===== src/rtl/hms_display_if.sv =====
// Bundle for the hms_display data path: time sample and strobe in,
// multiplexed seven-segment drive and conversion status out.
interface hms_display_if;
  logic [18:0] HMS_time;
  logic        half_sec_pulse;
  logic [6:0]  seg;
  logic        dp;
  logic [5:0]  an;
  logic        busy;

  modport master (output HMS_time, half_sec_pulse, input seg, dp, an, busy);
  modport slave  (input HMS_time, half_sec_pulse, output seg, dp, an, busy);
endinterface


===== src/rtl/hms_display.sv =====
// HH MM SS display back-end: per-field subtract-by-ten BCD conversion and a
// 6-digit active-low multiplexed seven-segment scanner with blinking colons.

module hms_bcd_lane (
  input  logic       clock,
  input  logic       reset,
  input  logic       load,
  input  logic       step,
  input  logic [6:0] load_val,
  output logic       done,
  output logic       ovf,
  output logic [3:0] tens,
  output logic [3:0] ones
);
  logic [6:0] val_q, val_d;
  logic [3:0] tens_q, tens_d;
  logic       ovf_q, ovf_d;

  always_comb begin
    val_d  = val_q;
    tens_d = tens_q;
    ovf_d  = ovf_q;
    if (load) begin
      val_d  = load_val;
      tens_d = '0;
      ovf_d  = (load_val > 7'd99);
    end else if (step && !ovf_q && (val_q >= 7'd10)) begin
      val_d  = val_q - 7'd10;
      tens_d = tens_q + 4'd1;
    end
  end

  always_ff @(posedge clock) begin
    if (reset) begin
      val_q  <= '0;
      tens_q <= '0;
      ovf_q  <= 1'b0;
    end else begin
      val_q  <= val_d;
      tens_q <= tens_d;
      ovf_q  <= ovf_d;
    end
  end

  // An overflowed field never subtracts, so it counts as finished at once.
  assign done = ovf_q || (val_q < 7'd10);
  assign ovf  = ovf_q;
  assign tens = tens_q;
  assign ones = val_q[3:0];
endmodule

module hms_display #(
  parameter int SCAN_DIV = 1000
) (
  input  logic          clock,
  input  logic          reset,
  hms_display_if.slave  bus
);
  localparam int NUM_FIELDS = 3;
  localparam int NUM_DIGITS = 6;
  localparam int DIV_W      = (SCAN_DIV > 1) ? $clog2(SCAN_DIV) : 1;
  localparam logic [DIV_W-1:0] DIV_LAST = DIV_W'(SCAN_DIV - 1);
  localparam logic [3:0] DASH = 4'hA;

  typedef enum logic {IDLE, CONV} state_t;

  state_t state_q, state_d;

  logic [NUM_FIELDS-1:0][6:0] field_in;
  logic [NUM_FIELDS-1:0]      lane_done, lane_ovf;
  logic [NUM_FIELDS-1:0][3:0] lane_tens, lane_ones;
  logic                       load, step, all_done;

  logic [NUM_DIGITS-1:0][3:0] dig_q, dig_d;
  logic                       busy_q, busy_d;
  logic                       colon_q, colon_d;
  logic [DIV_W-1:0]           div_q, div_d;
  logic [2:0]                 idx_q, idx_d;
  logic [5:0]                 an_q, an_d;
  logic [6:0]                 seg_q, seg_d;
  logic                       dp_q, dp_d;
  logic [3:0]                 cur_dig;
  logic                       tc;

  function automatic logic [6:0] seg_decode(input logic [3:0] d);
    case (d)
      4'd0:    seg_decode = 7'b1000000;
      4'd1:    seg_decode = 7'b1111001;
      4'd2:    seg_decode = 7'b0100100;
      4'd3:    seg_decode = 7'b0110000;
      4'd4:    seg_decode = 7'b0011001;
      4'd5:    seg_decode = 7'b0010010;
      4'd6:    seg_decode = 7'b0000010;
      4'd7:    seg_decode = 7'b1111000;
      4'd8:    seg_decode = 7'b0000000;
      4'd9:    seg_decode = 7'b0010000;
      DASH:    seg_decode = 7'b0111111;
      default: seg_decode = 7'b1111111;
    endcase
  endfunction

  // Lane 0 = seconds, 1 = minutes, 2 = hours.
  assign field_in[0] = {1'b0, bus.HMS_time[5:0]};
  assign field_in[1] = {1'b0, bus.HMS_time[11:6]};
  assign field_in[2] = bus.HMS_time[18:12];

  assign load     = (state_q == IDLE) && bus.half_sec_pulse;
  assign step     = (state_q == CONV);
  assign all_done = &lane_done;

  for (genvar i = 0; i < NUM_FIELDS; i++) begin : g_lane
    hms_bcd_lane u_lane (
      .clock    (clock),
      .reset    (reset),
      .load     (load),
      .step     (step),
      .load_val (field_in[i]),
      .done     (lane_done[i]),
      .ovf      (lane_ovf[i]),
      .tens     (lane_tens[i]),
      .ones     (lane_ones[i])
    );
  end

  always_comb begin
    state_d = state_q;
    dig_d   = dig_q;
    busy_d  = 1'b0;
    case (state_q)
      IDLE: if (bus.half_sec_pulse) state_d = CONV;
      CONV: begin
        busy_d = !all_done;
        if (all_done) begin
          state_d = IDLE;
          for (int i = 0; i < NUM_FIELDS; i++) begin
            dig_d[2*i]   = lane_ovf[i] ? DASH : lane_ones[i];
            dig_d[2*i+1] = lane_ovf[i] ? DASH : lane_tens[i];
          end
        end
      end
      default: state_d = IDLE;
    endcase
  end

  assign colon_d = colon_q ^ bus.half_sec_pulse;

  // Scanner: an/seg only move on the index change, dp follows colon every cycle.
  always_comb begin
    tc    = (div_q == DIV_LAST);
    div_d = tc ? '0 : div_q + DIV_W'(1);
    idx_d = idx_q;
    if (tc) idx_d = (idx_q == 3'd5) ? 3'd0 : idx_q + 3'd1;

    case (idx_d)
      3'd0:    cur_dig = dig_q[0];
      3'd1:    cur_dig = dig_q[1];
      3'd2:    cur_dig = dig_q[2];
      3'd3:    cur_dig = dig_q[3];
      3'd4:    cur_dig = dig_q[4];
      3'd5:    cur_dig = dig_q[5];
      default: cur_dig = dig_q[0];
    endcase

    an_d  = an_q;
    seg_d = seg_q;
    if (tc) begin
      for (int i = 0; i < NUM_DIGITS; i++) an_d[i] = (idx_d != 3'(i));
      seg_d = seg_decode(cur_dig);
    end
    dp_d = !(colon_q && ((idx_d == 3'd2) || (idx_d == 3'd4)));
  end

  always_ff @(posedge clock) begin
    if (reset) begin
      state_q <= IDLE;
      dig_q   <= '0;
      busy_q  <= 1'b0;
      colon_q <= 1'b0;
      div_q   <= '0;
      idx_q   <= '0;
      an_q    <= 6'b111110;
      seg_q   <= 7'b1000000;
      dp_q    <= 1'b1;
    end else begin
      state_q <= state_d;
      dig_q   <= dig_d;
      busy_q  <= busy_d;
      colon_q <= colon_d;
      div_q   <= div_d;
      idx_q   <= idx_d;
      an_q    <= an_d;
      seg_q   <= seg_d;
      dp_q    <= dp_d;
    end
  end

  assign bus.busy = busy_q;
  assign bus.an   = an_q;
  assign bus.seg  = seg_q;
  assign bus.dp   = dp_q;
endmodule


===== src/flat_wrapper.sv =====
// flat-port wrapper written by rule: the top's interface ports become plain ports
module hms_display_flat 
#(
  parameter int SCAN_DIV = 1000
)
  (clock, reset, bus_HMS_time, bus_half_sec_pulse, bus_seg, bus_dp, bus_an, bus_busy);
  hms_display_if bus_i ();
  input  logic clock;
  input  logic reset;
  input wire logic [$bits(bus_i.HMS_time)-1:0] bus_HMS_time;
  input wire logic [$bits(bus_i.half_sec_pulse)-1:0] bus_half_sec_pulse;
  output wire logic [$bits(bus_i.seg)-1:0] bus_seg;
  output wire logic [$bits(bus_i.dp)-1:0] bus_dp;
  output wire logic [$bits(bus_i.an)-1:0] bus_an;
  output wire logic [$bits(bus_i.busy)-1:0] bus_busy;
  assign bus_i.HMS_time = bus_HMS_time;
  assign bus_i.half_sec_pulse = bus_half_sec_pulse;
  assign bus_seg = bus_i.seg;
  assign bus_dp = bus_i.dp;
  assign bus_an = bus_i.an;
  assign bus_busy = bus_i.busy;
  hms_display #(.SCAN_DIV(SCAN_DIV)) u_core (.clock(clock), .reset(reset), .bus(bus_i));
endmodule

===== config.mk =====
export PLATFORM = sky130hd
export DESIGN_NAME = hms_display_flat
export DESIGN_NICKNAME = d
export VERILOG_FILES = /design/src/rtl/hms_display_if.sv /design/src/rtl/hms_display.sv /design/src/flat_wrapper.sv
export SDC_FILE = /design/constraint.sdc
export NUM_CORES = 1
export LEC_CHECK = 0
export CORE_MARGIN = 5
export CORE_UTILIZATION = 27
export DETAILED_ROUTE_END_ITERATION = 10
export PLACE_DENSITY = 0.41
export SLEW_MARGIN = 30
export SYNTH_ARGS = -nofsm -noshare
export SYNTH_HDL_FRONTEND = slang
export SYNTH_HIERARCHICAL = 1
export SYNTH_SLANG_ARGS = --single-unit

===== constraint.sdc =====
create_clock -name clock -period 3.62 [get_ports clock]
set_input_delay 0.724 -clock clock [delete_from_list [all_inputs] [get_ports clock]]
set_output_delay 0.724 -clock clock [all_outputs]
set_load 0.02 [all_outputs]

=== Yosys cells after proc, flatten, opt, wreduce, memory -nomap -nowiden ===
Memory sizes are Yosys's and may differ from the RTL's. A register that Yosys moved wholly into a read port is not among the register bits.
Index checks and enable logic that the tools add are counted.

* Bits in registers: 83
* Bits in read-only memories: 112
* Input bits: 22
* Output and inout port bits: 15
* Word-level logic and storage cells: 100
* Memories: 1

* $add $sub $neg: 8
* Order comparisons: 9
* Equal/unequal tests: 12
* Multiplexer cells: 18
* Bitwise operators: 2
* Reduce and logical (&&, ||, !) cells: 26

{| class="wikitable"
|+ Memory list
! name !! depth !! width !! rd ports !! clocked after memory_dff !! write ports !! RTL line !! RTL
|-
| (no name shown) || 16 || 7 || 1 || 1 || 0 || hms_display.sv:86 || <nowiki>case (d)</nowiki>
|}

{| class="wikitable"
|+ Operators by type and width
! operator !! count
|-
| 4-bit 2-to-1 mux || 6
|-
| 6-bit 2-to-1 mux || 4
|-
| 7-bit by 4-bit >= comparator with 1-bit output (second input constant) || 3
|-
| 7-bit by 4-bit < comparator with 1-bit output (second input constant) || 3
|-
| 7-bit by 4-bit subtractor with 7-bit output (second input constant) || 3
|-
| 4-bit case mux with 5 select lines || 1
|-
| 6-bit by 7-bit > comparator with 1-bit output (second input constant) || 2
|-
| 7-bit 2-to-1 mux || 2
|-
| 4-bit by 1-bit adder with 4-bit output (second input constant) || 3
|-
| 10-bit by 1-bit adder with 10-bit output (second input constant) || 1
|-
| 10-bit == test (second input constant) || 1
|-
| 3-bit == test (second input constant) || 3
|-
| 1-bit logical AND || 8
|-
| 7-bit > comparator (second input constant) || 1
|-
| 3-bit by 2-bit == test with 1-bit output (second input constant) || 2
|-
| 3-bit 2-to-1 mux || 2
|-
| 3-bit by 2-bit inequality test with 1-bit output (second input constant) || 2
|-
| 3-bit inequality test (second input constant) || 2
|-
| 2-bit nonzero test || 3
|-
| 2-bit OR reduction || 3
|-
| 1-bit logical NOT || 5
|-
| 1-bit logical OR || 4
|-
| 4-bit AND reduction || 1
|-
| 3-bit by 1-bit adder with 3-bit output (second input constant) || 1
|-
| 8 further kinds || 9
|}

=== Logic depth before layout (Yosys ltp) ===
* Word-level depth: 7
* Gate-level depth with buffers: 11
* Depth with buffers taken out: 10

=== By module ===
Netlist, hierarchy kept.

{| class="wikitable"
|+ By module, submodules not included
! module !! instances !! cells an instance !! area each (sq um)
|-
| hms_display || 1 || 327 || 2743.9
|-
| hms_bcd_lane || 3 || 84 || 720.7
|}

=== Worst setup path before layout ===
Ideal clock, no wire load.

* Path type: reg-to-reg
* Start point: reg u_core.div_q[0]
* End point: reg u_core.seg_q[5] (netlist: u_core/bus.seg[5])
* Data arrival time: 2.452 ns
* Required time: 3.496 ns
* Slack: 1.044 ns
* Stages on the path, launching flop included: 11
* Path buffers: 0
* Clock period less this slack: 2.576 ns
* Cells stage by stage: dfxtp_1 > ha_1 > and4b_1 > a31oi_1 > or2_2 > a22o_1 > a221oi_2 > inv_1 > ha_1 > nor4_1 > nor4_1

* Cells in the longest elaborated chain, start to end: 4
* Elaborated cells between the ends (all ways): 8

{| class="wikitable"
|+ Ends and longest elaborated chain
! what !! RTL line !! RTL
|-
| from (decl) || hms_display.sv:77 || <nowiki>logic [DIV_W-1:0] div_q, div_d;</nowiki>
|-
| from (signal assigned) || hms_display.sv:189 || <nowiki>div_q <= div_d;</nowiki>
|-
| 10-bit == test (*) || hms_display.sv:149 || <nowiki>tc = (div_q == DIV_LAST);</nowiki>
|-
| 3-bit 2-to-1 mux || hms_display.sv:152 || <nowiki>if (tc) idx_d = (idx_q == 3'd5) ? 3'd0 : idx_q + 3'd1;</nowiki>
|-
| 3-bit == test (tied with other cells) || hms_display.sv:154 || <nowiki>case (idx_d)</nowiki>
|-
| 4-bit case mux with 5 select lines || hms_display.sv:154 ||
|-
| to (decl) || hms_display.sv:80 || <nowiki>logic [6:0] seg_q, seg_d;</nowiki>
|}

Every way passes the cells marked *; elsewhere a longest branch is shown, timed or not.
A chain may end at the register's enable or synchronous reset.

=== Worst setup path after layout ===
Ends and elaborated chain as after synthesis.

==> impl_results.md <==
- Max-slew headroom: 0.507
- Site Rows: 49
- Routed WL per cell: 14.9 µm
- Vias: 4,131
- Core box area: 17,900 µm²
- CTS Hold Bufs: 0
- DR vias/cell: 5.00
- Core Util, Final: 0.315
- Max stage delay on crit path: 0.51 ns
- Status: complete, no violations
- Fin crit share: 0.820
- Detailed Route WL: 12.3 mm
- Seq/Total Area, Yosys: 0.367
- Grt ovf: 0
- H-tree depth: 3
- Post-CTS Setup Inserts: 0
- Full die area: 21,000 µm²
- Ys async rst share: 0
- FF-to-FF setup slack: 0.65 ns
- Starting Density: 0.274
- Clock Tree Root: clkbuf_16
- IO Pins: 37
- Worst Hold Class: reg2reg
- Layout cell share with drive strength beyond 1: 0.102
- Leading area contributor after synthesis: dfxtp_1
- CP Class: reg2reg
- Post-Syn Area: 4910 µm²
- I/O Buffers: 36
- CTS clk-pin slew, worst paths: 0.06 ns
- Slowest CP cell: a221oi_2
- Sum Neg Setup Slack: 0 ns
- Synth top cells by count: dfxtp_1, nor2_1, a21oi_1
- CTS Sinks: 90
- P_leak: 0.00202 µW
- Synth Warn #: 6
- Final setup vio count: 0
- Fin. Hold Viols: 0
- Post-Syn Instances: 579
- Drc violations: 0
- Setup WS post-layout: 0.650 ns
- Top_reg_cell synth: dfxtp_1
- CP Cell Sequence: ha_1 -> nand4b_4 -> o31ai_1 -> nand3_1 -> a221oi_2 -> inv_1 -> ha_1 -> nor4_1 -> nor4_1
- N_diodes: 0
- Synth Register Bits: 90
- Final #Nets: 626
- Global-route wire length before repair: 20.5 mm
- Total power: 2440 µW
- CP Data Arrival Time: 3.18 ns
- TritonCTS clock tree: done
- Clk_lat worst skew: 0.34 ns
- Post-CTS sizing: 0
- Least-Margin Pin Slew: 0.738 ns
- Count leader, synth: dfxtp_1
- Required @ worst endpoint: 3.83 ns
- Area grow syn2layout: 15.0%
- Peak VDD IR: 0.000227 V
- Post-Place Worst Slack: 0.682 ns
- CP startpoint kind: flip-flop
- Number of global-route vias before repair: 3,936
- Overall Global Routing Usage: 0.121
- CP Buf/Inv Count: 1
- Number of synthesized flops with an enable pin: 0
- Yosys top cell area share: 0.367
- Die width: 145 µm
- Top Family by Delay on Critical Path: compound AO/OA/AOI/OAI gates
- Cell variety after synth: 77
- Maximum buffer depth of the clock tree: 2
- Antenna violations before repair: 0
- CP endpoint kind: flip-flop
- Number of DRC markers in iteration 0: 268
- Final Slew Violations: 0
- F_max: 337 MHz
- Syn Area/Cell: 8.47 µm²
- Die H: 145 µm
- RSZ-0062 raised after global routing: false
- Crit path time final: 2.97 ns
- First drt pass iteration count: 4
- CTS buffer count: 9
- RePlAce Congestion: 0.813
- PwrDens: 433 nW/µm²
- Hold WS: 0.434 ns
- Detail Route Antenna Nets: 0
- Max Cap Viol: 0
- Max FO, Critical Path: 6
- DP HPWL: 8.80 mm
- Largest net degree at the start of global routing: 39
- Largest cells by area after synthesis: dfxtp_1, nor2_1, a21oi_1
- Clock Skews: 0.00790 ns
## state kept, by name, summed over array words and instances, names as in the netlist
signal,cells
u_core/bus.dp,1
u_core/bus.seg,7
u_core/bus.busy,1
u_core/idx_q,3
u_core/bus.an,6
u_core/dig_q,24
u_core/g_lane.u_lane/tens,12
u_core/state_q,1
u_core/colon_q,1
u_core/div_q,10
u_core/g_lane.u_lane/val_q,21
u_core/g_lane.u_lane/ovf,3
## cell usage in the layout, fill, tap and decap left out, types with 6 or more instances in the layout
cell / count
a211oi_1: 8
a21oi_1: 39
a31oi_1: 7
and3_1: 6
clkbuf_16: 9
clkdlybuf4s50_1: 35
dfxtp_1: 90
ha_1: 10
inv_1: 23
nand2_1: 32
nand2b_1: 9
nand3_1: 20
nand3b_1: 6
nor2_1: 67
nor3_1: 34
nor3b_1: 14
nor4_1: 13
o21ai_0: 27
o21ai_1: 6
o22ai_1: 7
or3_1: 7
xor2_1: 10
## power breakdown
group | switching, µW | leakage (µW) | internal (µW)
clock | 376 | 0.000131 | 527
combinational | 232 | 0.00116 | 185
sequential | 76.9 | 0.000732 | 1050
## through the flow
stage          instance area [µm²]  std cells
5_1_grt                       5640        826
3_3_place_gp                  5370        812
4_1_cts                       5640        826
2_1_floorplan                 4920        582
6_report                      5640        826
3_5_place_dp                  5370        812
## final timing paths
check                             start                        endpoint  cells after the start
max          u_core/div_q[0]$_SDFF_PP0_  u_core/bus.seg[5]$_SDFFE_PP0N_                      9
min           u_core/colon_q$_SDFF_PP0_        u_core/bus.dp$_SDFF_PP1_                      1
max reg2reg  u_core/div_q[0]$_SDFF_PP0_  u_core/bus.seg[5]$_SDFFE_PP0N_                      9
min reg2reg   u_core/colon_q$_SDFF_PP0_        u_core/bus.dp$_SDFF_PP1_                      1
## cells by family after synthesis
| group | after synthesis | share of synthesized area |
|---|---|---|
| other | 1 | 0.000764 |
| AO/OA/AOI/OAI | 143 | 0.212 |
| AND/OR/NAND/NOR | 250 | 0.287 |
| flip-flops | 90 | 0.367 |
| adder cells (fa/ha/maj) | 10 | 0.0255 |
| buffers and inverters | 63 | 0.0653 |
| XOR/XNOR | 15 | 0.0268 |
| multiplexers | 7 | 0.0150 |
## cell type report
| class | count | area [µm²] |
|---|---|---|
| clock buffer | 11 | 233 |
| clock inverter | 3 | 42.5 |
| fill | 1893 | 12300 |
| inverter | 23 | 86.3 |
| multi-input combinational | 429 | 2800 |
| sequential | 90 | 1800 |
| tap | 229 | 287 |
| timing repair buffer | 41 | 393 |
## routing by layer
metal,share of wire,track usage,vias up
li1,-,-,2139
met1,0.50,0.173,1915
met2,0.44,0.183,66
met3,0.046,0.0266,11
met4,0.013,0.0353,0
met5,0,0,-
Note: power is estimated with default switching activity, not from simulation.
